==> config.mk <==
export PLATFORM = sky130hd
export DESIGN_NAME = hazard_stall_controller
export DESIGN_NICKNAME = d
export VERILOG_FILES = /design/src/rtl/hazard_stall_controller.sv
export SDC_FILE = /design/constraint.sdc
export NUM_CORES = 1
export LEC_CHECK = 0
export CAP_MARGIN = 20
export CORE_MARGIN = 3
export CORE_UTILIZATION = 35
export CTS_BUF_LIST = sky130_fd_sc_hd__clkbuf_4
export DETAILED_ROUTE_END_ITERATION = 16
export PLACE_DENSITY = 0.64
export SLEW_MARGIN = 20
export SYNTH_ARGS = -nofsm -noshare
export SYNTH_HDL_FRONTEND = slang
export SYNTH_SLANG_ARGS = --single-unit
==> constraint.sdc <==
create_clock -name Clk -period 4.6 [get_ports Clk]
set_input_delay 0.92 -clock Clk [delete_from_list [all_inputs] [get_ports Clk]]
set_output_delay 0.92 -clock Clk [all_outputs]
set_load 0.01 [all_outputs]
==> src/rtl/hazard_stall_controller.sv <==
// -----------------------------------------------------------------------------
// hazard_stall_controller
//
// Pipeline sequencing controller for the 5-stage MIPS core, placed beside the
// forwarding unit in ID. It resolves the hazards that forwarding cannot:
//   - load-use (EX load feeding the ID instruction),
//   - branch operands compared in ID while still being produced in EX or MEM,
//   - the iterative multiply/divide unit, which this block issues and tracks.
// It also keeps a saturating stalled-cycle counter for performance debug.
//
// Ports:
//   Clk, Reset_n          clock, asynchronous active-low reset
//   Rs_ID, Rt_ID          source registers of the ID instruction
//   UsesRt_ID             ID instruction reads rt
//   Branch_ID             ID instruction is a conditional branch
//   BranchTaken_ID        branch taken (or jump) in ID
//   MulDiv_ID, MfHiLo_ID  ID instruction is mult/div, or mfhi/mflo
//   RegWrite_EX, MemRead_EX, WriteRegAddress_EX    EX stage destination info
//   MemRead_MEM, WriteRegAddress_MEM               MEM stage destination info
//   PCWrite, IFIDWrite    PC and IF/ID enables (low while stalled)
//   IDEXBubble            zero the ID/EX control fields
//   IFIDFlush             clear IF/ID to a NOP (taken branch/jump)
//   MulDivStart           one-cycle start pulse to the mul/div unit
//   MulDivBusy            mul/div operation in flight
//   StallCycles           saturating count of stalled cycles
//
// Stall and flush decisions are combinational so that they act in the same
// cycle the hazard is visible in ID.
// -----------------------------------------------------------------------------
module hazard_stall_controller #(
  parameter int MULDIV_CYCLES = 32,
  parameter int CNT_W         = 6
) (
  input  logic        Clk,
  input  logic        Reset_n,
  input  logic [4:0]  Rs_ID,
  input  logic [4:0]  Rt_ID,
  input  logic        UsesRt_ID,
  input  logic        Branch_ID,
  input  logic        BranchTaken_ID,
  input  logic        MulDiv_ID,
  input  logic        MfHiLo_ID,
  input  logic        RegWrite_EX,
  input  logic        MemRead_EX,
  input  logic [4:0]  WriteRegAddress_EX,
  input  logic        MemRead_MEM,
  input  logic [4:0]  WriteRegAddress_MEM,
  output logic        PCWrite,
  output logic        IFIDWrite,
  output logic        IDEXBubble,
  output logic        IFIDFlush,
  output logic        MulDivStart,
  output logic        MulDivBusy,
  output logic [31:0] StallCycles
);

  typedef enum logic [0:0] {
    ST_IDLE = 1'b0,
    ST_BUSY = 1'b1
  } state_t;

  localparam logic [CNT_W-1:0] CNT_LOAD = CNT_W'(MULDIV_CYCLES - 1);

  state_t            state_q, state_d;
  logic [CNT_W-1:0]  cnt_q, cnt_d;
  logic [31:0]       stall_cnt_q, stall_cnt_d;

  logic load_use_s, br_ex_s, br_mem_s, hilo_wait_s, stall_s;

  // True when the ID instruction reads a register written by 'addr'.
  // Register 0 is hard-wired and never a dependency.
  function automatic logic src_match(
    input logic [4:0] rs,
    input logic [4:0] rt,
    input logic       uses_rt,
    input logic [4:0] addr
  );
    logic rs_m, rt_m;
    rs_m = (rs == addr) && (addr != 5'd0);
    rt_m = uses_rt && (rt == addr) && (addr != 5'd0);
    return rs_m || rt_m;
  endfunction

  // Hazard detection, pipeline control outputs and mul/div next state.
  always_comb begin
    state_d     = state_q;
    cnt_d       = cnt_q;
    stall_cnt_d = stall_cnt_q;
    PCWrite     = 1'b1;
    IFIDWrite   = 1'b1;
    IDEXBubble  = 1'b0;
    IFIDFlush   = 1'b0;
    MulDivStart = 1'b0;

    load_use_s  = MemRead_EX &&
                  src_match(Rs_ID, Rt_ID, UsesRt_ID, WriteRegAddress_EX);
    br_ex_s     = Branch_ID && RegWrite_EX &&
                  src_match(Rs_ID, Rt_ID, UsesRt_ID, WriteRegAddress_EX);
    br_mem_s    = Branch_ID && MemRead_MEM &&
                  src_match(Rs_ID, Rt_ID, UsesRt_ID, WriteRegAddress_MEM);
    hilo_wait_s = (state_q == ST_BUSY) && (MfHiLo_ID || MulDiv_ID);
    stall_s     = load_use_s || br_ex_s || br_mem_s || hilo_wait_s;

    if (stall_s) begin
      // A stalled branch is re-evaluated next cycle, so no flush yet.
      PCWrite    = 1'b0;
      IFIDWrite  = 1'b0;
      IDEXBubble = 1'b1;
      IFIDFlush  = 1'b0;
    end else begin
      IFIDFlush = Branch_ID && BranchTaken_ID;
    end

    // One increment per stalled edge regardless of how many causes overlap.
    if (stall_s && (stall_cnt_q != 32'hFFFF_FFFF)) begin
      stall_cnt_d = stall_cnt_q + 32'd1;
    end else begin
      stall_cnt_d = stall_cnt_q;
    end

    case (state_q)
      ST_IDLE: begin
        if (MulDiv_ID && !stall_s) begin
          MulDivStart = 1'b1;
          cnt_d       = CNT_LOAD;
          state_d     = ST_BUSY;
        end else begin
          state_d = ST_IDLE;
        end
      end
      ST_BUSY: begin
        if (cnt_q != {CNT_W{1'b0}}) begin
          cnt_d = cnt_q - {{(CNT_W-1){1'b0}}, 1'b1};
        end else begin
          state_d = ST_IDLE;
        end
      end
      default: begin
        state_d = ST_IDLE;
        cnt_d   = {CNT_W{1'b0}};
      end
    endcase
  end

  // Busy flag is a pure function of the state register.
  always_comb begin
    MulDivBusy = (state_q == ST_BUSY);
  end

  assign StallCycles = stall_cnt_q;

  // State, countdown and stall counter registers; reset abandons any op.
  always_ff @(posedge Clk or negedge Reset_n) begin
    if (!Reset_n) begin
      state_q     <= ST_IDLE;
      cnt_q       <= {CNT_W{1'b0}};
      stall_cnt_q <= 32'd0;
    end else begin
      state_q     <= state_d;
      cnt_q       <= cnt_d;
      stall_cnt_q <= stall_cnt_d;
    end
  end

endmodule
==> impl_metrics.ini <==
[global_routing]
grt_use_met3 = 0.03445
antenna_found_initial = 0
grtUsageTotal = 0.1488
grt_pass1_vias = 1862
overflow = 0
grt_max_degree = 40
grt_pass1_wl_mm = 9.128
use_met2 = 0.2250
busiest_layer = met2
grtUsageMet1 = 0.2160

[critical_path]
crit_type = primary input to output port
startpoint_type = primary input
required_ps = 3680
rrSetupSlack_ps = 1700
endpoint_kind = output port
r2r_cells = 5
cp.arrival_ps = 3260
r2r_start = StallCycles[15]$_DFFE_PN0P_
r2r-end = StallCycles[1]$_DFFE_PN0P_
crit_fanout = 5

[route]
dr.pass1.iters = 4
vias = 1929
antenna_left = 0
drc = 0
drt_iter0_drc = 95
routed_wl_mm = 5.615
avgRoutedWirePerCell_um = 14.93
vias_per_cell = 5.130

[yosys]
synth_seq_area_share = 0.4120
avgSynthCellArea_um2 = 10.25
mappedNetlistArea_mm2 = 0.002369
synth.distinct_cells = 39
synth_fp_nets = 263
synth_warnings = 0
synth_ff_type = dfrtp_1
ys_seq_elements = 39
async_reset_ff_frac = 1.000
syn_inst = 231
synth_edf_count = 0

[cells_and_area]
num-fill-cells = 610
final_net_count = 330
area_growth_pct = 34.18
layout_common_cells = clkdlybuf4s50_1 (66), dfrtp_1 (39), xor2_1 (28)
final_cell_area_mm2 = 0.003178
layout-drive-gt1-share = 0.1104
antenna_cells = 0
final_common_cell = clkdlybuf4s50_1

[timing]
skew_ps = 12.90
hold_viol_final = 0
whs_ps = 493.8
relSlewSlack = 0.4068
rsz0062_at_grt = no
fin_tns_setup_ps = 0
tightest_slew_ps = 889.8
setup_violations = 0
fmax_mhz = 239.5
drv_slew = 0
period_minus_slack_ps = 4176
fin_crit_sh = 0.9078

[place]
place.gp.congestion = 0.8701
place_area_mm2 = 0.003073
io_buffer_count = 67
hpwl_mm = 4.116

[min_path]
hold_class = register to register
min_to = StallCycles[10]$_DFFE_PN0P_
holdPathStages = 1
hp-start = StallCycles[10]$_DFFE_PN0P_

[cts]
ctsResizeCount = 0
cts.sinks = 39
cts_made_buffers = 5
cts.reportedPaths.clkPinSlew_ps = 120
tritoncts = yes
hold_buffers = 0
htreeDepth = 2
cts.path.max_buffers = 2
post-cts-setup-buffers = 0
insertion_delay_ps = 350
clockRootBuffer = clkbuf_4

[die]
die_h_um = 88.27
die-area_mm2 = 0.007791
ioPinCount = 68
dieWidth_um = 88.27
core_area_mm2 = 0.006459
start_util = 0.3667
rows = 29

[status]
status = complete, no violations

[power]
peakVddDrop_mv = 0.2234
cellPowerDensity_mw_per_mm2 = 374.6
leakagePower_nw = 1.444

[run]
maxCapViolCount = 0
==> area by class of cell <==
class | count | area [um^2] | share of cell area
multi-input cells | 178 | 1297 | 0.4083
repair buffers | 70 | 688.2 | 0.2165
clock inverters | 2 | 60.06 | 0.01890
well taps | 77 | 96.34 | 0.03031
flip-flops and latches | 39 | 975.9 | 0.3071
clock buffers | 6 | 45.04 | 0.01417
inverters | 4 | 15.01 | 0.004724
==> cell usage after synthesis (4+ instances only) <==
cell	instances	area [um^2]
and3_1	10	62.56
nand3_1	15	75.07
nand4_1	7	43.79
inv_1	4	15.01
buf_6	4	45.04
nor3_1	16	80.08
dfrtp_1	39	975.9
nand2_1	19	71.32
nor3_2	11	110.1
a2bb2oi_1	5	43.79
xor2_1	28	245.2
xnor2_1	22	192.7
nor2_1	5	18.77
==> power by group <==
group	internal [W]	switching [W]	leakage (nW)
combinational	0.000225	0.000185	0.885
sequential	0.000409	0.0000825	0.503
clock	0.000176	0.000113	0.0559
total	0.000810	0.000381	1.44
==> state kept, by name, indices dropped and copies added (netlist names) <==
register / count
StallCycles: 32
cnt_q: 6
MulDivBusy: 1
==> worst max-delay path, stage by stage <==
cell and delay [ps]:
clkdlybuf4s50_1 490, or3_1 400, o311a_1 360, a221oi_4 350
and3_1 200, clkdlybuf4s50_1 540
==> cells by family after synthesis <==
group           Yosys count  share of synthesized area
xor+xnor                 50                     0.1849
buf+inv                  14                    0.04014
fa+ha+maj                 2                    0.01056
simple gates            104                     0.2699
compound gates           20                    0.07290
mux                       2                   0.009508
flops                    39                     0.4120
==> routing by layer <==
layer / routed length [um] / vias up
met5: 0 / -
met4: 29 / 0
met3: 342 / 4
met2: 2470 / 53
met1: 2773 / 919
li1: - / 953
==> worst max-delay path by stage <==
| stage | startpoint | to | slack [ps] | cells after the start |
|---|---|---|---|---|
| after floorplan | WriteRegAddress_MEM[0] | IFIDFlush | 1240 | 5 |
| after global placement | WriteRegAddress_MEM[1] | IFIDFlush | 450 | 6 |
| after detailed placement | WriteRegAddress_MEM[1] | IFIDFlush | 390 | 6 |
| after CTS | WriteRegAddress_MEM[1] | IFIDFlush | 380 | 6 |
| after global routing | WriteRegAddress_MEM[1] | IFIDFlush | 330 | 6 |
| final | WriteRegAddress_MEM[1] | IFIDFlush | 420 | 6 |
==> stage by stage <==
step / util / setup slack [ps] / power, W / std cells
3_5_place_dp: 0.4758 / 387.7 / 0.0009106 / 368
4_1_cts: 0.4921 / 381.0 / 0.001208 / 376
6_report: 0.4921 / 424.2 / 0.001190 / 376
2_1_floorplan: - / 1239 / 0.0007293 / 231
5_1_grt: 0.4921 / 327.9 / 0.001277 / 376
3_3_place_gp: 0.4758 / 446.5 / 0.0009052 / 368
No activity file was read; power rests on OpenSTA's default activity.
